<file path="src/rtl/stack_cpu_pkg.sv">
// Shared definitions for the stack CPU: opcodes, FSM state encoding and trap codes.
package stack_cpu_pkg;

  localparam logic [3:0] OP_PUSHC = 4'd0;
  localparam logic [3:0] OP_PUSH  = 4'd1;
  localparam logic [3:0] OP_POP   = 4'd2;
  localparam logic [3:0] OP_JUMP  = 4'd3;
  localparam logic [3:0] OP_JZ    = 4'd4;
  localparam logic [3:0] OP_JS    = 4'd5;
  localparam logic [3:0] OP_ADD   = 4'd6;
  localparam logic [3:0] OP_SUB   = 4'd7;
  localparam logic [3:0] OP_HALT  = 4'd8;

  localparam logic [1:0] ERR_NONE      = 2'd0;
  localparam logic [1:0] ERR_UNDERFLOW = 2'd1;
  localparam logic [1:0] ERR_OVERFLOW  = 2'd2;
  localparam logic [1:0] ERR_ILLEGAL   = 2'd3;

  typedef enum logic [3:0] {
    ST_FETCH, ST_DECODE, ST_OPERAND, ST_EXEC, ST_MEMRD,
    ST_EXEC2, ST_WB, ST_HALTED, ST_ERROR
  } state_t;

  function automatic logic has_operand(input logic [3:0] op);
    return op <= OP_POP;
  endfunction

  // POP, JUMP, JZ, JS, ADD and SUB all pop the top of stack in EXEC
  function automatic logic pops_in_exec(input logic [3:0] op);
    return (op >= OP_POP) && (op <= OP_SUB);
  endfunction

endpackage

</file>
<file path="src/rtl/stack_cpu_alu.sv">
// Combinational add/subtract for the stack CPU; result is b+a or b-a with zero/sign flags.
module stack_cpu_alu
  import stack_cpu_pkg::*;
#(
  parameter int DW = 8
) (
  input  logic [DW-1:0] a,
  input  logic [DW-1:0] b,
  input  logic          sub,
  output logic [DW-1:0] result,
  output logic          z,
  output logic          s
);

  assign result = sub ? (b - a) : (b + a);
  assign z      = (result == '0);
  assign s      = result[DW-1];

endmodule

</file>
<file path="src/rtl/stack_cpu.sv">
// Multicycle stack-machine core: fetches from a synchronous RAM, executes against a FWFT stack.
module stack_cpu
  import stack_cpu_pkg::*;
#(
  parameter int             DW       = 8,
  parameter int             AW       = 8,
  parameter logic [AW-1:0]  RESET_PC = '0
) (
  input  logic          clk,
  input  logic          resetN,
  input  logic          haltN,
  output logic [AW-1:0] ram_address,
  output logic          ram_readWriteN,
  output logic [DW-1:0] ram_data_out,
  input  logic [DW-1:0] ram_data_in,
  output logic [DW-1:0] stack_data_out,
  input  logic [DW-1:0] stack_data_in,
  output logic          stack_push,
  output logic          stack_pop,
  input  logic          stack_full,
  input  logic          stack_empty,
  output logic          z_flag,
  output logic          s_flag,
  output logic          halted,
  output logic          error,
  output logic [1:0]    err_code
);

  state_t        state;
  logic [AW-1:0] pc;
  logic [AW-1:0] pc_inc;
  logic [3:0]    op;
  logic [DW-1:0] operand;
  logic [DW-1:0] a_reg;
  logic [DW-1:0] b_reg;
  logic [DW-1:0] alu_res;
  logic          alu_z;
  logic          alu_s;

  assign pc_inc = pc + AW'(1);

  stack_cpu_alu #(.DW(DW)) u_alu (
    .a      (a_reg),
    .b      (b_reg),
    .sub    (op == OP_SUB),
    .result (alu_res),
    .z      (alu_z),
    .s      (alu_s)
  );

  always_ff @(posedge clk or negedge resetN) begin
    if (!resetN) begin
      state    <= ST_FETCH;
      pc       <= RESET_PC;
      op       <= OP_PUSHC;
      z_flag   <= 1'b0;
      s_flag   <= 1'b0;
      err_code <= ERR_NONE;
    end else if (haltN) begin
      case (state)
        ST_FETCH: state <= ST_DECODE;
        ST_DECODE: begin
          op <= ram_data_in[3:0];
          if (ram_data_in[3:0] > OP_HALT) begin
            state    <= ST_ERROR;
            err_code <= ERR_ILLEGAL;
          end else begin
            pc <= pc_inc;
            if (has_operand(ram_data_in[3:0]))   state <= ST_OPERAND;
            else if (ram_data_in[3:0] == OP_HALT) state <= ST_HALTED;
            else                                   state <= ST_EXEC;
          end
        end
        ST_OPERAND: begin
          pc    <= pc_inc;
          state <= ST_EXEC;
        end
        ST_EXEC: begin
          if (op == OP_PUSH) begin
            state <= ST_MEMRD;
          end else if (op == OP_PUSHC) begin
            state    <= stack_full ? ST_ERROR : ST_FETCH;
            err_code <= stack_full ? ERR_OVERFLOW : ERR_NONE;
          end else if (stack_empty) begin
            state    <= ST_ERROR;
            err_code <= ERR_UNDERFLOW;
          end else if (op == OP_ADD || op == OP_SUB) begin
            state <= ST_EXEC2;
          end else begin
            state <= ST_FETCH;
            if ((op == OP_JUMP) || (op == OP_JZ && z_flag) || (op == OP_JS && s_flag))
              pc <= stack_data_in[AW-1:0];
          end
        end
        ST_MEMRD: begin
          state    <= stack_full ? ST_ERROR : ST_FETCH;
          err_code <= stack_full ? ERR_OVERFLOW : ERR_NONE;
        end
        ST_EXEC2: begin
          state    <= stack_empty ? ST_ERROR : ST_WB;
          err_code <= stack_empty ? ERR_UNDERFLOW : ERR_NONE;
        end
        ST_WB: begin
          z_flag <= alu_z;
          s_flag <= alu_s;
          state  <= ST_FETCH;
        end
        default: state <= state;
      endcase
    end
  end

  // Operand and ALU operands are pure datapath; they need no reset
  always_ff @(posedge clk) begin
    if (haltN) begin
      if (state == ST_OPERAND) operand <= ram_data_in;
      if (state == ST_EXEC)    a_reg   <= stack_data_in;
      if (state == ST_EXEC2)   b_reg   <= stack_data_in;
    end
  end

  // While frozen, keep presenting the address whose read data the current state consumes
  always_comb begin
    ram_address    = pc;
    ram_readWriteN = 1'b1;
    ram_data_out   = '0;
    stack_data_out = '0;
    stack_push     = 1'b0;
    stack_pop      = 1'b0;
    case (state)
      ST_DECODE: if (haltN) ram_address = pc_inc;
      ST_EXEC:   ram_address = operand[AW-1:0];
      ST_MEMRD:  if (!haltN) ram_address = operand[AW-1:0];
      default:   ;
    endcase
    if (haltN) begin
      case (state)
        ST_EXEC: begin
          if (op == OP_PUSHC && !stack_full) begin
            stack_push     = 1'b1;
            stack_data_out = operand;
          end
          if (pops_in_exec(op) && !stack_empty) begin
            stack_pop = 1'b1;
            if (op == OP_POP) begin
              ram_readWriteN = 1'b0;
              ram_data_out   = stack_data_in;
            end
          end
        end
        ST_MEMRD: begin
          if (!stack_full) begin
            stack_push     = 1'b1;
            stack_data_out = ram_data_in;
          end
        end
        ST_EXEC2: stack_pop = !stack_empty;
        ST_WB: begin
          stack_push     = 1'b1;
          stack_data_out = alu_res;
        end
        default: ;
      endcase
    end
  end

  assign halted = (state == ST_HALTED);
  assign error  = (state == ST_ERROR);

endmodule
</file>
<file path="config.mk">
export PLATFORM = sky130hd
export DESIGN_NAME = stack_cpu
export DESIGN_NICKNAME = d
export VERILOG_FILES = /design/src/rtl/stack_cpu_pkg.sv /design/src/rtl/stack_cpu_alu.sv /design/src/rtl/stack_cpu.sv
export SDC_FILE = /design/constraint.sdc
export NUM_CORES = 1
export LEC_CHECK = 0
export CAP_MARGIN = 5
export CORE_MARGIN = 3
export CORE_UTILIZATION = 45
export DETAILED_ROUTE_END_ITERATION = 8
export PLACE_DENSITY = 0.7
export SLEW_MARGIN = 20
export SYNTH_ARGS = -nofsm -noshare
export SYNTH_HDL_FRONTEND = slang
export SYNTH_HIERARCHICAL = 1
export SYNTH_SLANG_ARGS = --single-unit
</file>
<file path="constraint.sdc">
create_clock -name clk -period 4.19 [get_ports clk]
set_clock_uncertainty 0.1 [all_clocks]
set_input_delay 0.838 -clock clk [delete_from_list [all_inputs] [get_ports clk]]
set_output_delay 0.838 -clock clk [all_outputs]
set_load 0.05 [all_outputs]
</file>
==> run metrics, run 1 <==
fin nets 432; top post-synthesis cells by area edfxtp_1, dfrtp_1, nor2_1; setup ws final 0.1321 ns; Clk Latency, worst-skew pair 0.30 ns; commonest non-fill, non-tap cells in the layout nor2_1, clkdlybuf4s50_1, edfxtp_1, buf_12, o21ai_0; reg2reg end z_flag$_DFFE_PN0P_; DRC viols 0; Synth top area share 0.2288; Net Sw Frac 0.4027; proportion of synthesized chip area in sequential cells 0.3878; Comb power frac 0.498; CTS tree built; Die Height 89.66 um; H-tree depth 2; Fill cells 534; async set-reset flop share out of synthesis 0.4545; # port buffers 53; Rows 29; max_slew headroom 0.3337; Final min period 4.058 ns; drt via density 6.065; power per standard cell area 472.0 nW/um^2; Ports 54; Max Freq 246.4 MHz; Initial Util 0.4795; Die X 89.66 um; required time of the worst setup path 3.25 ns; post-synthesis cell count 346; WS Path Type flip-flop to output pin; Num CTS Buffers 5; Power Total 1.996 mW; Post-Syn Area 3149 um^2; pre-CTS WS 0.2739 ns; DR pass1 iterations 5; Sequential Power Share 0.310; largest net degree at the start of global routing 26; worst reg2reg setup slack 1.20 ns; Critical Path End stack_data_out[7]; commonest non-fill, non-tap cell in the layout nor2_1; worst-path cell chain nand2b_4 -> nor2_4 -> mux2i_2 -> ha_1 -> nor2b_1 -> o2111a_1 -> o211ai_1 -> a21oi_2 -> or2_4 -> a222oi_1 -> nor2_1 -> buf_6; placer's final routability congestion estimate 0.9355; Post-DP HPWL 6.816 mm; Core Footprint 6568 um^2; period utilization 0.9685; # diodes 0; CP Depth 12; WL per Instance 18.48 um; Hold Vio Cnt, Final 0; P&R area growth vs syn 34.25%; Synth area leader edfxtp_1; first-pass GRT wire length 14.70 mm; CP max stage delay 0.44 ns; initial antenna violation count 0; Max Root-Sink Buffers 2; worst r2r src op[3]$_DFFE_PN0P_; critical path launch point type flip-flop; post-synthesis average cell area 9.102 um^2; Peak supply drop 0.3762 mV; Pint 1.192 mW; Cell variety after synth 64; CTS root buf clkbuf_8; grt total ovfl 0; Total Neg Setup Slack 0 ns; Yosys Warn Count 6; #FFs+latches synth 44; worst slew pin tran 0.9964 ns; worst r2r path cells 12; leakage 1.570 nW; Worst Setup SP op[3]$_DFFE_PN0P_; clock power share 0.192; Min-Delay Path Class flip-flop to flip-flop; P_sw 0.8037 mW; Total GRT Usage 0.2389; CP arrival 3.12 ns; Most used DFF post-synth edfxtp_1; Slew Viols, Final 0; die area 8038 um^2; delay-heaviest family, CP compound AO/OA/AOI/OAI gates; Vias 3,002; ANT nets after route 0; CP max-delay cell dfrtp_2; Net Count, Synth 377; vias in the first global route 2,892; clock sink total 44; drt first-iter violations 286; share of post-route cells with drive strength above 1 0.2015; max-cap viol count 0; status completed; Detailed Route WL 9.148 mm; Crit path buffers/inverters 1; hold buffer count at cts 0; Post-synth EDFFs 24; crit end category output pin; crit path max fanout 5; final setup fails 0; Reg clk slew, reported paths 0.09 ns
## cell families after synthesis
| kind of cell | after synthesis | share of synthesized area |
|---|---|---|
| buffers and inverters | 34 | 0.04331 |
| XOR/XNOR | 11 | 0.03059 |
| AND/OR/NAND/NOR | 130 | 0.2181 |
| multiplexers | 11 | 0.03854 |
| adder cells (fa/ha/maj) | 10 | 0.04211 |
| flip-flops | 44 | 0.3878 |
| AO/OA/AOI/OAI | 106 | 0.2396 |
## worst reg2reg max path, delay by kind of cell, from the launching register on
family                   cells  cell delay (ns)
adder cells (fa/ha/maj)      1             0.38
XOR/XNOR                     1             0.14
multiplexers                 1             0.20
AO/OA/AOI/OAI                3             0.63
buffers and inverters        1             0.13
AND/OR/NAND/NOR              5             0.91
flip-flops                   1             0.44
## worst min path at each step
stage / start / slack, ns / depth (start not counted) / end
after floorplan: pc[0]$_DFFE_PN0P_ / 0.42 / 1 / pc[0]$_DFFE_PN0P_
final: err_code[0]$_DFFE_PN0P_ / 0.42 / 1 / err_code[0]$_DFFE_PN0P_
after detailed placement: err_code[0]$_DFFE_PN0P_ / 0.40 / 1 / err_code[0]$_DFFE_PN0P_
after global placement: err_code[0]$_DFFE_PN0P_ / 0.39 / 1 / err_code[0]$_DFFE_PN0P_
after CTS: err_code[0]$_DFFE_PN0P_ / 0.42 / 1 / err_code[0]$_DFFE_PN0P_
after global routing: err_code[1]$_DFFE_PN0P_ / 0.45 / 1 / err_code[1]$_DFFE_PN0P_
## layer usage
layer / GRT usage / vias to the layer above / routed length (um)
met5: 0 / - / 0
met4: 0.08660 / 0 / 274
met1: 0.3395 / 1400 / 3831
met2: 0.3630 / 160 / 4252
met3: 0.04562 / 25 / 790
li1: - / 1417 / -
## power groups by stage
stage	clock network, mW	logic (mW)	registers [mW]
3_5_place_dp	0	0.919	0.622
3_3_place_gp	0	0.911	0.618
4_1_cts	0.386	0.931	0.612
2_1_floorplan	0	0.625	0.621
5_1_grt	0.406	1.08	0.635
6_report	0.383	0.994	0.619
## synthesized netlist by cell type (8+ instances only)
cell / count
nor2_1: 35
edfxtp_1: 24
o21ai_0: 22
a21oi_1: 21
nand2_1: 21
dfrtp_1: 20
clkbuf_1: 16
nor3_1: 14
inv_1: 13
a31oi_1: 11
and2_1: 10
ha_1: 9
mux2_2: 9
a222oi_1: 8
nand2b_1: 8
xnor2_1: 8
## per-stage QoR
| step | utilization | cells | hold slack, ns | instance area, um^2 |
|---|---|---|---|---|
| after CTS | 0.6302 | 489 | 0.4249 | 4139 |
| after global placement | 0.6085 | 480 | 0.3934 | 3996 |
| final | 0.6437 | 495 | 0.4192 | 4228 |
| after global routing | 0.6437 | 495 | 0.4545 | 4228 |
| after detailed placement | 0.6085 | 480 | 0.4010 | 3996 |
| after floorplan | - | 346 | 0.4225 | 3149 |
## final cells by class
type                       instances  area (um^2)  share of cell area
sequential                        44         1224              0.2894
clock inverter                     2        60.06             0.01421
timing repair buffer              69        878.3              0.2078
tap                               93        116.4             0.02752
inverter                          13        48.80             0.01154
multi-input combinational        268         1828              0.4324
clock buffer                       6        72.57             0.01716
## timing repair
action	in CTS	in global routing
pin swaps	0	8
gates resized for setup	1	12
buffers inserted	1	6
setup endpoints to repair	1	3
No activity file was read; power rests on OpenSTA's default activity.
==> inputs of run 2 (changes only) <==
--- a/config.mk
+++ b/config.mk
@@ -6,8 +6,10 @@
 export NUM_CORES = 1
 export LEC_CHECK = 0
 export CAP_MARGIN = 5
+export CORE_ASPECT_RATIO = 2
 export CORE_MARGIN = 3
 export CORE_UTILIZATION = 45
+export CTS_BUF_LIST = sky130_fd_sc_hd__clkbuf_4
 export DETAILED_ROUTE_END_ITERATION = 8
 export PLACE_DENSITY = 0.7
 export SLEW_MARGIN = 20
==> run metrics, run 2 (synthesis gave the netlist of run 1 again) <==
status completed; die area 8099 um^2; non-filler cells, final 497; delay-heaviest family, CP compound AO/OA/AOI/OAI gates; max-cap viol count 0; Rows 42; pre-CTS WS 0.1948 ns; drt via density 6.157; Post-DP HPWL 7.608 mm; Die X 65.16 um; WS Path Type flip-flop to output pin; Detailed Route WL 10.09 mm; crit end category output pin; grt total ovfl 0; Slew Viols, Final 0; Crit path buffers/inverters 1; RSZ-0062 raised after global routing yes; Reg clk slew, reported paths 0.16 ns; initial antenna violation count 0; CP max stage delay 0.41 ns; commonest non-fill, non-tap cells in the layout nor2_1, clkdlybuf4s50_1, buf_4, edfxtp_1; Min-Delay Path Class input port to async pin; CP max-delay cell dfrtp_1; multi-input logic area 1834 um^2; Final min period 4.168 ns; FF+latch area 1221 um^2; ANT nets after route 0; P&R area growth vs syn 33.73%; CP arrival 3.23 ns; Max Root-Sink Buffers 2; Die Height 124.3 um; # diodes 0; first-pass GRT wire length 15.84 mm; worst-path cell chain nand2b_4 -> nor2_4 -> mux2i_2 -> ha_1 -> nor2b_1 -> o2111a_1 -> o211ai_1 -> a21oi_2 -> or2_4 -> a222oi_1 -> nor2_1 -> buf_6; Ports 54; power per standard cell area 459.3 nW/um^2; critical path launch point type flip-flop; placed insts 476; crit path max fanout 3; DR pass1 iterations 7; worst slew pin tran 0.9248 ns; Fill cells 600; # port buffers 53; drt first-iter violations 225; period utilization 0.9948; Max Freq 239.9 MHz; Clk Latency, worst-skew pair 0.38 ns; clock sink total 44; CTS root buf clkbuf_4; H-tree depth 2; CTS tree built; max_slew headroom 0.3748; Core Footprint 6726 um^2; DRC viols 0; share of post-route cells with drive strength above 1 0.2152; hold buffer count at cts 0; Initial Util 0.4682; commonest non-fill, non-tap cell in the layout nor2_1; Vias 3,060; placer's final routability congestion estimate 0.8969; setup ws final 0.02167 ns; Peak supply drop 0.4139 mV; required time of the worst setup path 3.25 ns; leakage 1.585 nW; fin nets 439; largest net degree at the start of global routing 26; WL per Instance 20.30 um; Hold Vio Cnt, Final 0; Num CTS Buffers 5; final setup fails 0; Total GRT Usage 0.2541; Final Hold Slack 0.3164 ns; vias in the first global route 2,993
## run 2: changes by cell type in the layout (fill, tap and decap cells not counted), sizes merged
| cell | change |
|---|---|
| buf | +8 |
| clkbuf | -1 |
| bufinv | -1 |
| clkdlybuf4s50 | -1 |
| clkinv | +2 |
## run 2: worst register-to-register path: cells and delay by family, from the launching register on
family	cells	cell delay (ns)
simple gates	5	0.92
fa+ha+maj	1	0.28
compound gates	2	0.72
mux	2	0.46
flops	1	0.41
## run 2: final timing paths
| check | from | end | slack, ns | cells past startpoint |
|---|---|---|---|---|
| max | op[3]$_DFFE_PN0P_ | stack_data_out[7] | 0.02 | 12 |
| min | resetN | err_code[0]$_DFFE_PN0P_ | 0.32 | 1 |
| max reg2reg | op[3]$_DFFE_PN0P_ | z_flag$_DFFE_PN0P_ | 1.24 | 10 |
| min reg2reg | err_code[0]$_DFFE_PN0P_ | err_code[0]$_DFFE_PN0P_ | 0.43 | 1 |
| max in group asynchronous | resetN | pc[6]$_DFFE_PN0P_ | 3.29 | 1 |
| min in group clk | err_code[0]$_DFFE_PN0P_ | err_code[0]$_DFFE_PN0P_ | 0.43 | 1 |
## run 2: through the flow
step           power [mW]  setup TNS, ns  utilization  instance area (um^2)
2_1_floorplan       1.246              0            -                  3149
5_1_grt             2.042        -0.2320       0.6261                  4212
3_5_place_dp        1.558              0       0.5924                  3985
6_report            1.935              0       0.6261                  4212
4_1_cts             1.879              0       0.6140                  4130
3_3_place_gp        1.544              0       0.5924                  3985
## run 2: power breakdown
part           internal (mW)  switching (mW)
Combinational          0.450           0.602
Clock                  0.125           0.149
Sequential             0.524          0.0841
Total                   1.10           0.836
## run 2: area by class of cell
class | count | area share
clock buffers | 5 | 0.008913
clock inverters | 3 | 0.01010
inverters | 13 | 0.01159
multi-input cells | 268 | 0.4355
flip-flops and latches | 44 | 0.2900
well taps | 88 | 0.02614
repair buffers | 76 | 0.2178
## run 2: timing repair
item                                    CTS  global route
endpoints found under the setup margin    3             3
buffers inserted                          5             8
endpoints found under the hold margin     0             0
pin swaps                                 2            12
gates resized for setup                   6             8
## run 2: layer usage
| metal | track usage | routed length [um] | up-vias |
|---|---|---|---|
| met5 | 0 | 0 | - |
| met4 | 0.1235 | 517 | 0 |
| met3 | 0.03971 | 446 | 32 |
| met2 | 0.4764 | 5655 | 131 |
| met1 | 0.2617 | 3469 | 1459 |
| li1 | - | - | 1438 |
